[src/rtl/spi_pkg.sv]
// Shared constants, FSM state type and frame-length helper for the SPI master.
package spi_pkg;

  localparam logic [7:0] WR_OP = 8'h3C;
  localparam logic [7:0] RD_OP = 8'h5B;

  // Rising-edge numbers (counted from 1 at CSn fall) where each field begins.
  localparam logic [11:0] OP_FIRST_BIT      = 12'd2;
  localparam logic [11:0] DATA_FIRST_BIT    = OP_FIRST_BIT + 12'd8;
  localparam logic [11:0] RD_DATA_FIRST_BIT = DATA_FIRST_BIT + 12'd8;

  typedef enum logic [2:0] {IDLE, SETUP, SHIFT, HOLD, GAP} state_t;

  // Number of SCLK rises in a frame: start + opcode, plus a dummy byte for reads,
  // plus eight rises per data byte. An empty frame is start + opcode only.
  function automatic logic [11:0] frame_bits(input logic rd, input logic [11:0] nbytes);
    logic [11:0] data_bits;
    data_bits = nbytes << 3;
    if (nbytes == 12'd0) return DATA_FIRST_BIT - 12'd1;
    return rd ? (RD_DATA_FIRST_BIT - 12'd1 + data_bits) : (DATA_FIRST_BIT - 12'd1 + data_bits);
  endfunction

endpackage

[src/rtl/spi_master_if.sv]
// Host handshake and SPI pad bundle between the register engine and spi_master.
interface spi_master_if #(parameter int LEN_W = 8);
  logic             start;
  logic             rw;
  logic [LEN_W-1:0] byte_num;
  logic [7:0]       tx_dat;
  logic             tx_req;
  logic [7:0]       rx_dat;
  logic             rx_vld;
  logic             busy;
  logic             done;
  logic             CSn;
  logic             SCLK;
  logic             MOSI;
  logic             MISO;

  modport master (
    input  start, rw, byte_num, tx_dat, MISO,
    output tx_req, rx_dat, rx_vld, busy, done, CSn, SCLK, MOSI
  );

  modport slave (
    output start, rw, byte_num, tx_dat, MISO,
    input  tx_req, rx_dat, rx_vld, busy, done, CSn, SCLK, MOSI
  );
endinterface

[src/rtl/spi_clk_div.sv]
// Phase timer: every CLK_DIV cycles raises phase_end; while toggle is set the
// registered SCLK flips at each phase end, with matching rise/fall strobes.
module spi_clk_div #(
  parameter int CLK_DIV = 4
) (
  input  logic dat_rcv_clk,
  input  logic sclk_rstn,
  input  logic en,
  input  logic toggle,
  output logic phase_end,
  output logic sclk,
  output logic sclk_rise,
  output logic sclk_fall
);

  logic [7:0] cnt;

  assign phase_end = en && (cnt == 8'(CLK_DIV - 1));
  assign sclk_rise = phase_end && toggle && !sclk;
  assign sclk_fall = phase_end && toggle && sclk;

  // Phase counter and SCLK register; both park at zero while disabled.
  always_ff @(posedge dat_rcv_clk or negedge sclk_rstn) begin
    if (!sclk_rstn) begin
      cnt  <= 8'd0;
      sclk <= 1'b0;
    end else if (!en) begin
      cnt  <= 8'd0;
      sclk <= 1'b0;
    end else begin
      cnt <= phase_end ? 8'd0 : cnt + 8'd1;
      if (phase_end && toggle) sclk <= !sclk;
    end
  end

endmodule

[src/rtl/spi_master.sv]
// SPI mode-0 master: start bit, opcode, then write data or dummy byte + read data.
module spi_master #(
  parameter int CLK_DIV = 4,
  parameter int LEN_W   = 8
) (
  input logic          dat_rcv_clk,
  input logic          sclk_rstn,
  spi_master_if.master bus
);
  import spi_pkg::*;

  // A new write byte is fetched on the rise just before each data byte; read
  // bytes complete on the last rise of each byte after the dummy byte.
  localparam logic [11:0] TX_LOAD_BIT = DATA_FIRST_BIT - 12'd1;
  localparam logic [11:0] RX_LAST_BIT = RD_DATA_FIRST_BIT + 12'd7;

  state_t           state, state_nxt;
  logic             accept;
  logic             phase_end, sclk, sclk_rise, sclk_fall;
  logic             rw_q, csn, mosi, tx_req, rx_vld, done;
  logic [11:0]      n_bits, bit_cnt, cnt_inc;
  logic [7:0]       tx_sr, rx_sr, rx_dat;
  logic [LEN_W-1:0] byte_num_w;
  logic             last_bit, tx_load, tx_fetch, rx_byte_end;

  assign byte_num_w  = bus.byte_num;
  assign cnt_inc     = bit_cnt + 12'd1;
  assign last_bit    = (bit_cnt == n_bits);
  assign tx_load     = (bit_cnt >= TX_LOAD_BIT) && (bit_cnt[2:0] == TX_LOAD_BIT[2:0]);
  assign tx_fetch    = (cnt_inc >= TX_LOAD_BIT) && (cnt_inc[2:0] == TX_LOAD_BIT[2:0]) && (cnt_inc != n_bits);
  assign rx_byte_end = (cnt_inc >= RX_LAST_BIT) && (cnt_inc[2:0] == RX_LAST_BIT[2:0]);

  spi_clk_div #(.CLK_DIV(CLK_DIV)) u_clk_div (
    .dat_rcv_clk (dat_rcv_clk),
    .sclk_rstn   (sclk_rstn),
    .en          (state != IDLE),
    .toggle      (state inside {SETUP, SHIFT}),
    .phase_end   (phase_end),
    .sclk        (sclk),
    .sclk_rise   (sclk_rise),
    .sclk_fall   (sclk_fall)
  );

  // State register.
  always_ff @(posedge dat_rcv_clk or negedge sclk_rstn) begin
    if (!sclk_rstn) state <= IDLE;
    else            state <= state_nxt;
  end

  // Next-state logic; a start in the done cycle is deliberately not accepted.
  always_comb begin
    // NOTE: every output of this block gets a default first, so no path can
    // leave it unassigned and infer a latch.
    state_nxt = state;
    accept    = 1'b0;
    case (state)
      IDLE:  if (bus.start && !done) begin
               accept    = 1'b1;
               state_nxt = SETUP;
             end
      SETUP: if (phase_end) state_nxt = SHIFT;
      SHIFT: if (sclk_fall && last_bit) state_nxt = HOLD;
      HOLD:  if (phase_end) state_nxt = GAP;
      GAP:   if (phase_end) state_nxt = IDLE;
      default: state_nxt = IDLE;
    endcase
  end

  // Frame datapath: capture on accept, count/sample on rises, drive MOSI on falls.
  always_ff @(posedge dat_rcv_clk or negedge sclk_rstn) begin
    if (!sclk_rstn) begin
      rw_q    <= 1'b0;
      n_bits  <= 12'd0;
      bit_cnt <= 12'd0;
      tx_sr   <= 8'd0;
      rx_sr   <= 8'd0;
      rx_dat  <= 8'd0;
      csn     <= 1'b1;
      mosi    <= 1'b1;
      tx_req  <= 1'b0;
      rx_vld  <= 1'b0;
      done    <= 1'b0;
    end else begin
      // NOTE: non-blocking assignments, so every right-hand side sees the values
      // from before this edge regardless of statement order.
      csn    <= !(state_nxt inside {SETUP, SHIFT, HOLD});
      done   <= (state == GAP) && phase_end;
      tx_req <= 1'b0;
      rx_vld <= 1'b0;

      if (accept) begin
        rw_q    <= bus.rw;
        n_bits  <= frame_bits(bus.rw, 12'(byte_num_w));
        bit_cnt <= 12'd0;
        tx_sr   <= bus.rw ? RD_OP : WR_OP;
        mosi    <= 1'b0;
      end

      if (sclk_rise) begin
        bit_cnt <= cnt_inc;
        if (rw_q && cnt_inc >= RD_DATA_FIRST_BIT) rx_sr <= {rx_sr[6:0], bus.MISO};
        if (rw_q && rx_byte_end) begin
          rx_dat <= {rx_sr[6:0], bus.MISO};
          rx_vld <= 1'b1;
        end
        if (!rw_q && tx_fetch) tx_req <= 1'b1;
      end

      if (sclk_fall) begin
        if (last_bit) begin
          mosi <= 1'b1;
        end else if (tx_load) begin
          // Reads send an all-ones dummy byte and keep MOSI high afterwards.
          mosi  <= rw_q ? 1'b1 : bus.tx_dat[7];
          tx_sr <= rw_q ? 8'hFF : {bus.tx_dat[6:0], 1'b1};
        end else begin
          mosi  <= tx_sr[7];
          tx_sr <= {tx_sr[6:0], 1'b1};
        end
      end
    end
  end

  assign bus.CSn    = csn;
  assign bus.SCLK   = sclk;
  assign bus.MOSI   = mosi;
  assign bus.busy   = (state != IDLE);
  assign bus.done   = done;
  assign bus.tx_req = tx_req;
  assign bus.rx_vld = rx_vld;
  assign bus.rx_dat = rx_dat;

endmodule
[src/flat_wrapper.sv]
// flat-port wrapper written by rule: the top's interface ports become plain ports
module spi_master_flat import spi_pkg::*;
#(
  parameter int CLK_DIV = 4,
  parameter int LEN_W   = 8
)
  (dat_rcv_clk, sclk_rstn, bus_start, bus_rw, bus_byte_num, bus_tx_dat, bus_MISO, bus_tx_req, bus_rx_dat, bus_rx_vld, bus_busy, bus_done, bus_CSn, bus_SCLK, bus_MOSI);
  spi_master_if #(.LEN_W(LEN_W)) bus_i ();
  input logic dat_rcv_clk;
  input logic sclk_rstn;
  input wire logic [$bits(bus_i.start)-1:0] bus_start;
  input wire logic [$bits(bus_i.rw)-1:0] bus_rw;
  input wire logic [$bits(bus_i.byte_num)-1:0] bus_byte_num;
  input wire logic [$bits(bus_i.tx_dat)-1:0] bus_tx_dat;
  input wire logic [$bits(bus_i.MISO)-1:0] bus_MISO;
  output wire logic [$bits(bus_i.tx_req)-1:0] bus_tx_req;
  output wire logic [$bits(bus_i.rx_dat)-1:0] bus_rx_dat;
  output wire logic [$bits(bus_i.rx_vld)-1:0] bus_rx_vld;
  output wire logic [$bits(bus_i.busy)-1:0] bus_busy;
  output wire logic [$bits(bus_i.done)-1:0] bus_done;
  output wire logic [$bits(bus_i.CSn)-1:0] bus_CSn;
  output wire logic [$bits(bus_i.SCLK)-1:0] bus_SCLK;
  output wire logic [$bits(bus_i.MOSI)-1:0] bus_MOSI;
  assign bus_i.start = bus_start;
  assign bus_i.rw = bus_rw;
  assign bus_i.byte_num = bus_byte_num;
  assign bus_i.tx_dat = bus_tx_dat;
  assign bus_i.MISO = bus_MISO;
  assign bus_tx_req = bus_i.tx_req;
  assign bus_rx_dat = bus_i.rx_dat;
  assign bus_rx_vld = bus_i.rx_vld;
  assign bus_busy = bus_i.busy;
  assign bus_done = bus_i.done;
  assign bus_CSn = bus_i.CSn;
  assign bus_SCLK = bus_i.SCLK;
  assign bus_MOSI = bus_i.MOSI;
  spi_master #(.CLK_DIV(CLK_DIV), .LEN_W(LEN_W)) u_core (.dat_rcv_clk(dat_rcv_clk), .sclk_rstn(sclk_rstn), .bus(bus_i));
endmodule
[config.mk]
export PLATFORM = sky130hd
export DESIGN_NAME = spi_master_flat
export DESIGN_NICKNAME = d
export VERILOG_FILES = /design/src/rtl/spi_pkg.sv /design/src/rtl/spi_master_if.sv /design/src/rtl/spi_clk_div.sv /design/src/rtl/spi_master.sv /design/src/flat_wrapper.sv
export SDC_FILE = /design/constraint.sdc
export NUM_CORES = 1
export LEC_CHECK = 0
export BUFFER_PORTS_ARGS = -buffer_cell sky130_fd_sc_hd__buf_2
export CORE_ASPECT_RATIO = 0.7
export CORE_MARGIN = 10
export CORE_UTILIZATION = 45
export DETAILED_ROUTE_END_ITERATION = 8
export HOLD_SLACK_MARGIN = 0.06
export PLACE_DENSITY = 0.6
export RECOVER_POWER = 50
export SLEW_MARGIN = 20
export SYNTH_ARGS = -nofsm -noshare
export SYNTH_HDL_FRONTEND = slang
export SYNTH_SLANG_ARGS = --single-unit
export TNS_END_PERCENT = 5
[constraint.sdc]
create_clock -name dat_rcv_clk -period 2.7 [get_ports dat_rcv_clk]
set_input_delay 0 -clock dat_rcv_clk [delete_from_list [all_inputs] [get_ports dat_rcv_clk]]
set_output_delay 0 -clock dat_rcv_clk [all_outputs]
set_load 0.02 [all_outputs]
==> reports/metrics.yaml <==
outcome:
  failed_checks: "capacitance limit, slew limit"
  outcome: "finished with violations"
clocking:
  insertion_delay_ps: 340
  clock_tree.root_cell: "sky130_fd_sc_hd__clkbuf_16"
  cts_max_level: 3
  cts_buffers: 9
  clock_sink_count: 63
  cts_max_path_buffers: 2
  clock_tree_from_tritoncts: "done"
  cts_resized: 0
  clkTransAtPathRegs_ps: 60
  postCtsSetupRepairBufs: 0
  cts_hold_repair.buffers: 17
global_routing:
  grt_start_max_net_pins: 64
  track_usage_pct: 15.12
  grt_pass1_wl_um: 15010
  grt_pass1_vias: 2892
  remaining_global_route_overflow: 0
  grt_antenna_before_repair: 0
worst_setup_path:
  timing.critical_path.from: "u_core.bit_cnt[4]"
  critPathLaunchType: "register"
  critPathCaptureType: "register"
  critPathArrivalTime_ps: 2700
  crit_type: "register to register"
  timing.reg2reg.setup_slack_ps: 220
  reg2reg_from: "u_core.bit_cnt[4]"
  worst_path_max_fanout: 8
  critPathRequiredTime_ps: 2920
logic_synthesis:
  postSynth.asyncResetShare_pct: 100.0
  postSynthRegisterBits: 63
  ys_top_cells_by_count: "sky130_fd_sc_hd__dfrtp_1 (61), sky130_fd_sc_hd__nor2_1 (39), sky130_fd_sc_hd__nand2_1 (38)"
  synth_nets: 414
  area_share_of_the_largest_cell_type_after_synthesis_pct: 41.61
  netlist-cell-type-count: 55
  synth_ff_type: "sky130_fd_sc_hd__dfrtp_1"
  post_synth_main_area_contributors: "sky130_fd_sc_hd__dfrtp_1 (42%), sky130_fd_sc_hd__xor2_1 (5.7%), sky130_fd_sc_hd__nor2_1 (4.0%), sky130_fd_sc_hd__o21ai_0 (4.0%), sky130_fd_sc_hd__nand2_1 (3.9%)"
  synth_edf_count: 0
  synth.cell_area_sq_mm: 0.003669
  synth.most_common_cell: "sky130_fd_sc_hd__dfrtp_1"
  postSynthCellCount: 385
  synth_warnings: 0
  synth_seq_area_share_pct: 43.04
  synth.avg_cell_area_sq_um: 9.529
  yosysTopAreaCell: "sky130_fd_sc_hd__dfrtp_1"
detailed_routing:
  detail_route.vias_per_cell: 5.421
  detail_route.iter0.violations: 307
  antenna_violating_nets_post_route: 0
  totalWireLength_um: 8620
  number_of_iterations_in_the_first_detailed_routing_pass: 5
  wl_per_cell_um: 15.85
  vias: 2949
  drc: 0
placement:
  post-place-ws_ps: 240.0
  gpl.final_weighted_congestion: 0.8947
  port-buffer-count: 35
  hpwl_after_dpl_um: 6050
floorplanning:
  die-area_sq_mm: 0.01222
  die_x_um: 127.9
  initial_utilization_pct: 46.41
  core.rowCount: 27
  floorplan.die.height_um: 95.54
  boundaryPins: 36
  core_area_sq_mm: 0.007905
sta:
  tightest_slew_ps: 1585
  hold_viol: 0
  timing.hold.ws_ps: 77.37
  timing.slew.headroom_pct: -5.686
  setup_violations: 0
  post-route-worst-setup-slack_ps: 217.0
  fin_tns_setup_ps: 0
  unrepaired_setup_endpoints_after_global_routing: "no"
  fin_crit_ps: 2483
  post-route-period-util_pct: 91.96
  timing_max_transition_violations_final: 64
  maxClockFrequency_mhz: 402.7
  fin_clk_skew_ps: 7.217
hold_path:
  worst_hold_startpoint: "bus_tx_dat[2]"
  worst_hold_path_type: "input port to register"
layout:
  num-nets-final: 467
  area_growth_pct: 20.16
  drive_above_1_share_pct: 17.61
  antenna-diode-count: 0
power:
  cellPowerDensity_mw_per_mm2: 789.5
  ir_drop_mv: 0.4226
  power.leakage_nw: 2.005
run:
  max-cap-violations: 1
==> registers in the layout (all words and copies together) (netlist names), 3 cells and up <==
name	flops
u_core.bit_cnt	12
u_core.u_clk_div.cnt	8
u_core.rx_sr	7
u_core.tx_sr	8
u_core.bus.rx_dat	8
u_core.n_bits	10
u_core.state	3
==> report_power, final <==
group          switching (mW)  internal, mW
Clock                   0.428         0.733
Sequential              0.215          1.14
Combinational           0.580         0.382
Total                    1.22          2.26
==> logic make-up (layout without fill, tap and decap cells) <==
group | Yosys count | in the layout | synth area share [%]
DFF | 63 | 63 | 43.04
xor gates and xnor gates | 39 | 39 | 9.311
buffers and inverters | 34 | 92 | 4.673
muxes | 18 | 18 | 6.242
and+or+nand+nor | 146 | 146 | 20.19
adders and majority gates | 9 | 9 | 3.001
AOI/OAI and AO/OA | 76 | 76 | 13.54
==> final timing paths <==
| path | depth (start not counted) | endpoint |
|---|---|---|
| setup / recovery | 6 | u_core.bus.rx_dat[7] |
| hold / removal | 5 | u_core.tx_sr[3] |
| setup reg to reg | 6 | u_core.bus.rx_dat[7] |
| hold reg to reg | 1 | u_core.tx_sr[0] |
| max in group asynchronous | 3 | u_core.tx_sr[6] |
| min in group asynchronous | 3 | u_core.bit_cnt[10] |
==> metal layers <==
metal	track usage [%]	vias up	part of all wire (%)
li1	-	1464	-
met1	21.49	1404	51
met2	21.14	71	41
met3	4.545	10	6.4
met4	5.327	0	1.3
met5	0	-	0
==> metrics by stage <==
step | cells | power, mW | util, % | instance area (sq um)
2_1_floorplan | 385 | 2.010 | - | 3669
3_3_place_gp | 511 | 2.303 | 50.08 | 3959
3_5_place_dp | 511 | 2.326 | 50.08 | 3959
4_1_cts | 544 | 3.517 | 56.01 | 4428
5_1_grt | 544 | 3.712 | 55.76 | 4408
6_report | 544 | 3.480 | 55.76 | 4408
==> critical path: stages (launching register included) <==
cell	delay, ps
sky130_fd_sc_hd__dfrtp_1	500
sky130_fd_sc_hd__and4_1	420
sky130_fd_sc_hd__and2_1	260
sky130_fd_sc_hd__a31oi_1	120
sky130_fd_sc_hd__a311oi_2	240
sky130_fd_sc_hd__a211o_1	480
sky130_fd_sc_hd__mux2_4	340
==> cell type report <==
class                   instances  area [sq um]
fillers                       717          3497
repair buffers                 69         452.9
clock buffers                  10         239.0
inverters                       7         26.28
flip-flops and latches         63          1579
multi-input cells             288          1924
clock inverters                 6         60.06
well taps                     101         126.4
==> cells in the final DEF, fill, tap and decap left out, types with 8 or more instances in the layout <==
cell type	count
sky130_fd_sc_hd__a21oi_1	11
sky130_fd_sc_hd__and3_1	8
sky130_fd_sc_hd__buf_2	21
sky130_fd_sc_hd__buf_4	16
sky130_fd_sc_hd__clkbuf_1	14
sky130_fd_sc_hd__clkbuf_16	9
sky130_fd_sc_hd__dfrtp_1	61
sky130_fd_sc_hd__dlygate4sd3_1	17
sky130_fd_sc_hd__ha_1	8
sky130_fd_sc_hd__mux2_4	8
sky130_fd_sc_hd__nand2_1	38
sky130_fd_sc_hd__nand3_1	17
sky130_fd_sc_hd__nor2_1	39
sky130_fd_sc_hd__o21ai_0	29
sky130_fd_sc_hd__xnor2_1	15
sky130_fd_sc_hd__xor2_1	24
(Power assumes the default switching activity.)
